$ cat src/rtl/cic_decimator.sv
// Third-order CIC decimator (M = 1) feeding the Goertzel detector in the 130 MHz domain.
// Integrators run at the input rate; the comb runs as a 4-stage strobed pipeline after each decimation event.
module cic_decimator #(
  parameter int IN_W      = 16,
  parameter int DECIM     = 100,
  parameter int ACC_W     = 36,
  parameter int OUT_W     = 32,
  parameter int OUT_SHIFT = 4
) (
  input  logic                    clock,
  input  logic                    reset_n,
  input  logic                    clear,
  input  logic                    in_valid,
  input  logic signed [IN_W-1:0]  in_data,
  output logic                    out_valid,
  output logic signed [OUT_W-1:0] out_data,
  output logic [7:0]              phase
);

  localparam logic [7:0] PH_LAST = 8'(DECIM - 1);
  localparam int         EXT_W   = ACC_W + OUT_W;

  logic [ACC_W-1:0] i1, i2, i3;
  logic [ACC_W-1:0] d1, d2, d3;
  logic [ACC_W-1:0] c1, c2, c3;
  logic             v0, v1, v2, v3;

  logic [ACC_W-1:0]        x_ext;
  logic [ACC_W-1:0]        i1_nx, i2_nx, i3_nx;
  logic                    dec_evt;
  logic signed [EXT_W-1:0] c3_ext;
  logic [OUT_W-1:0]        out_nx;

  always_comb begin
    x_ext   = {{(ACC_W-IN_W){in_data[IN_W-1]}}, in_data};
    i1_nx   = i1 + x_ext;
    i2_nx   = i2 + i1_nx;
    i3_nx   = i3 + i2_nx;
    dec_evt = in_valid && (phase == PH_LAST);
    // Widen before the shift so the result sign-extends into OUT_W for any legal ACC_W/OUT_SHIFT.
    c3_ext  = {{OUT_W{c3[ACC_W-1]}}, c3};
    out_nx  = OUT_W'(c3_ext >>> OUT_SHIFT);
  end

  always_ff @(posedge clock or negedge reset_n) begin
    if (!reset_n) begin
      i1        <= '0;
      i2        <= '0;
      i3        <= '0;
      d1        <= '0;
      d2        <= '0;
      d3        <= '0;
      c1        <= '0;
      c2        <= '0;
      c3        <= '0;
      v0        <= 1'b0;
      v1        <= 1'b0;
      v2        <= 1'b0;
      v3        <= 1'b0;
      phase     <= '0;
      out_valid <= 1'b0;
      out_data  <= '0;
    end else if (clear) begin
      i1        <= '0;
      i2        <= '0;
      i3        <= '0;
      d1        <= '0;
      d2        <= '0;
      d3        <= '0;
      c1        <= '0;
      c2        <= '0;
      c3        <= '0;
      v0        <= 1'b0;
      v1        <= 1'b0;
      v2        <= 1'b0;
      v3        <= 1'b0;
      phase     <= '0;
      out_valid <= 1'b0;
      out_data  <= '0;
    end else begin
      if (in_valid) begin
        i1    <= i1_nx;
        i2    <= i2_nx;
        i3    <= i3_nx;
        phase <= dec_evt ? 8'd0 : phase + 8'd1;
      end
      v0 <= dec_evt;

      // i3 here still holds the value written on the decimation edge.
      if (v0) begin
        c1 <= i3 - d1;
        d1 <= i3;
      end
      v1 <= v0;

      if (v1) begin
        c2 <= c1 - d2;
        d2 <= c1;
      end
      v2 <= v1;

      if (v2) begin
        c3 <= c2 - d3;
        d3 <= c2;
      end
      v3 <= v2;

      if (v3) out_data <= out_nx;
      out_valid <= v3;
    end
  end

endmodule

$ cat config.mk
export PLATFORM = sky130hd
export DESIGN_NAME = cic_decimator
export DESIGN_NICKNAME = d
export VERILOG_FILES = /design/src/rtl/cic_decimator.sv
export SDC_FILE = /design/constraint.sdc
export NUM_CORES = 1
export LEC_CHECK = 0
export ABC_AREA = 1
export CAP_MARGIN = 20
export CORE_ASPECT_RATIO = 1.75
export CORE_MARGIN = 2
export CORE_UTILIZATION = 30
export CTS_BUF_LIST = sky130_fd_sc_hd__clkbuf_4
export DETAILED_ROUTE_END_ITERATION = 10
export GPL_TIMING_DRIVEN = 0
export REMOVE_ABC_BUFFERS = 1
export SLEW_MARGIN = 20
export SYNTH_ARGS = -nofsm -noshare
export SYNTH_HDL_FRONTEND = slang
export SYNTH_SLANG_ARGS = --single-unit
$ cat constraint.sdc
create_clock -name clock -period 14.6 [get_ports clock]
set_input_delay 2.19 -clock clock [delete_from_list [all_inputs] [get_ports clock]]
set_output_delay 2.19 -clock clock [all_outputs]
set_load 0.03 [all_outputs]
==> flow_metrics.env <==
export IMPL_grt_remaining_overflow=0
export IMPL_pre_cts_ws_ps=5440
export IMPL_synth_seq_area_share=0.353
export IMPL_p_leak_nw=14.5
export IMPL_synth_cells=3473
export IMPL_status="completed"
export IMPL_critPathArrivalTime_ps=8670
export IMPL_clk_latency_ps=890
export IMPL_drt_iter0_markers=977
export IMPL_tightest_slew_ps=1210
export IMPL_dpl_cell_area_um2=28000
export IMPL_synthArstFlopShare=1.00
export IMPL_power_internal_mw=3.12
export IMPL_r2r_start="i1[0]$_DFFE_PN0P_"
export IMPL_final_max_slew_viol_count=0
export IMPL_cp_max_fo=5
export IMPL_start_util=0.302
export IMPL_die_y_um=392
export IMPL_drt_total_wl_mm=76.4
export IMPL_synth_seq_cells=365
export IMPL_ant_nets=0
export IMPL_synth_top_area_frac=0.353
export IMPL_cts_path_max_buffers=3
export IMPL_via_per_inst=4.89
export IMPL_num_nets_final=3813
export IMPL_top_level_ports=61
export IMPL_powerDensity_nw_per_um2=230
export IMPL_final_core_util=0.341
export IMPL_clk_pin_slew_ps=70
export IMPL_yosys_warnings=0
export IMPL_fin_area_um2=29100
export IMPL_cts_tree="yes"
export IMPL_drive_gt1_frac=0.0652
export IMPL_min_period_over_period=0.545
export IMPL_antenna_found_initial=1
export IMPL_cts_buffers_inserted=95
export IMPL_setup_slack_ps=6640
export IMPL_vias=23400
export IMPL_synth_edf_count=0
export IMPL_slowest_stage="nor4_1"
export IMPL_synth_common_cells="nand2_1 (605), inv_1 (552), dfrtp_1 (365)"
export IMPL_numPortBuffers=60
export IMPL_clk_root_buffer_cell="clkbuf_4"
export IMPL_finClkSkew_ps=64.0
export IMPL_grt_max_degree=85
export IMPL_peakVddDrop_mv=0.131
export IMPL_power_share_sequential=0.187
export IMPL_drc_errors=0
export IMPL_die_area_um2=88600
export IMPL_synth_area_leaders="dfrtp_1 (35%), ha_1 (10%), nand2_1 (8.8%)"
export IMPL_end_kind="flop"
export IMPL_grt_pass1_wl_mm=120
export IMPL_cts_setup_buffers=0
export IMPL_cts_resized=0
export IMPL_max_freq_ghz=0.126
export IMPL_gp_congestion=0.963
export IMPL_place_detailed_hpwl_mm=60.5
export IMPL_rsz0062_at_grt="false"
export IMPL_track_usage=0.173
export IMPL_r2r_slack_ps=7980
export IMPL_timing_hold_ws_ps=467
export IMPL_setup_tns_ps=0
export IMPL_avgSynthCellArea_um2=7.44
export IMPL_numPlacedInstances=4629
export IMPL_grt_pass1_vias=24100
export IMPL_relSlewSlack=0.185
export IMPL_fp_dieW_um=226
export IMPL_syn_area_um2=25800
export IMPL_crit_path_frequent_cell="nand2_1"
export IMPL_startpoint="in_data[0]"
export IMPL_worstHoldPathType="reg2reg"
export IMPL_htree_num_levels=3
export IMPL_p_switching_mw=3.57
export IMPL_ff2ff_path_depth=29
export IMPL_hold_buffers=0
export IMPL_clockPowerShare=0.130
export IMPL_synth_ff_type="dfrtp_1"
export IMPL_drv_cap=0
export IMPL_hold_viol=0
export IMPL_yosysTopAreaCell="dfrtp_1"
export IMPL_crit_end="i3[33]$_DFFE_PN0P_"
export IMPL_core_um2=85500
export IMPL_r2r_end="i3[33]$_DFFE_PN0P_"
export IMPL_rows=142
export IMPL_setup_violations=0
export IMPL_synth_distinct_cells=62
export IMPL_startpoint_type="input pin"
export IMPL_cts_sinks=365
export IMPL_crit_type="in2reg"
export IMPL_slowest_delay_ps=710
export IMPL_min_period_ps=7960
export IMPL_crit_required_ps=15310
export IMPL_syn_to_final_growth_pct=12.7
export IMPL_power_frac_comb=0.683
export IMPL_first_pass_iters=5
export IMPL_final_cells=4788
export IMPL_synth_most_common_cell="nand2_1"
export IMPL_p_sw_frac=0.534
export IMPL_wire_per_inst_um=16.0
export IMPL_power_mw=6.69
==> cell type report <==
class	instances	area [um2]
multi-input combinational	2480	14400
tap	1152	1440
antenna	1	2.50
sequential	365	9130
clock buffer	131	983
timing repair buffer	75	932
inverter	557	2090
clock inverter	27	159
fill	9158	56300
==> flip-flops by register name, summed over array words and instances, names as in the netlist <==
signal     cells
d1            36
v1             1
c3            32
i1            36
i2            36
out_data      32
v0             1
v2             1
c2            36
out_valid      1
v3             1
phase          8
d3            36
c1            36
i3            36
d2            36
==> per-layer routing <==
layer | share of wire | vias to the layer above | track usage | wire length [um]
li1 | - | 12000 | - | -
met1 | 0.36 | 10700 | 0.160 | 27400
met2 | 0.54 | 457 | 0.340 | 41200
met3 | 0.026 | 231 | 0.0184 | 1960
met4 | 0.077 | 0 | 0.129 | 5860
met5 | 0 | - | 0 | 0
==> power by group through the flow <==
stage | Combinational (mW) | Sequential (mW) | Clock [mW]
after detailed placement | 4.51 | 1.27 | 0
final | 4.57 | 1.25 | 0.869
after global routing | 5.08 | 1.27 | 0.952
after CTS | 4.53 | 1.25 | 0.913
after global placement | 4.46 | 1.27 | 0
after floorplan | 3.35 | 1.24 | 0
==> placed cells by master, fill, tap and decap left out, types with 9 or more instances in the layout <==
cell type        instances
a22o_1                  42
nor3_1                  18
o21ai_1                 23
inv_1                  549
nand4_1                 18
a21oi_2                 10
nor2_1                 336
nor4_1                  13
o21a_1                   9
a21oi_1                285
o221ai_1                17
o21bai_1                14
xor2_1                  56
o21ai_0                307
a21boi_0                15
clkdlybuf4s50_1         57
nand3_1                120
nand2_2                 12
and2_1                  12
xnor2_1                 21
nand2_1                605
clkinv_1                18
clkbuf_4               131
ha_1                   214
a21o_1                  34
dfrtp_1                365
o31ai_1                 11
o22ai_1                152
a31oi_1                 47
==> logic make-up (layout without fill, tap and decap cells) <==
family	count (synthesis)	in the layout	synth area share
and+or+nand+nor	1163	1163	0.185
buffers and inverters	628	790	0.0913
DFF	365	365	0.353
xor gates and xnor gates	78	78	0.0267
AOI/OAI and AO/OA	1020	1020	0.236
other	0	1	0
adders and majority gates	219	219	0.107
==> worst min-delay path by stage <==
| stage | from | end | slack, ps | depth (start not counted) |
|---|---|---|---|---|
| after global routing | c3[30]$_DFFE_PN0P_ | c3[30]$_DFFE_PN0P_ | 500 | 2 |
| final | c3[19]$_DFFE_PN0P_ | out_data[15]$_DFFE_PN0P_ | 470 | 2 |
| after global placement | c3[19]$_DFFE_PN0P_ | out_data[15]$_DFFE_PN0P_ | 450 | 2 |
| after CTS | c3[19]$_DFFE_PN0P_ | out_data[15]$_DFFE_PN0P_ | 470 | 2 |
| after detailed placement | c3[19]$_DFFE_PN0P_ | out_data[15]$_DFFE_PN0P_ | 460 | 2 |
| after floorplan | c3[15]$_DFFE_PN0P_ | out_data[11]$_DFFE_PN0P_ | 440 | 2 |
==> critical path: cells and delay by family <==
family | cells | cell delay (ps)
AO/OA/AOI/OAI | 9 | 1840
buffers and inverters | 3 | 590
AND/OR/NAND/NOR | 13 | 2200
XOR/XNOR | 1 | 260
adder cells (fa/ha/maj) | 4 | 1580
Note: power is estimated with default switching activity, not from simulation.
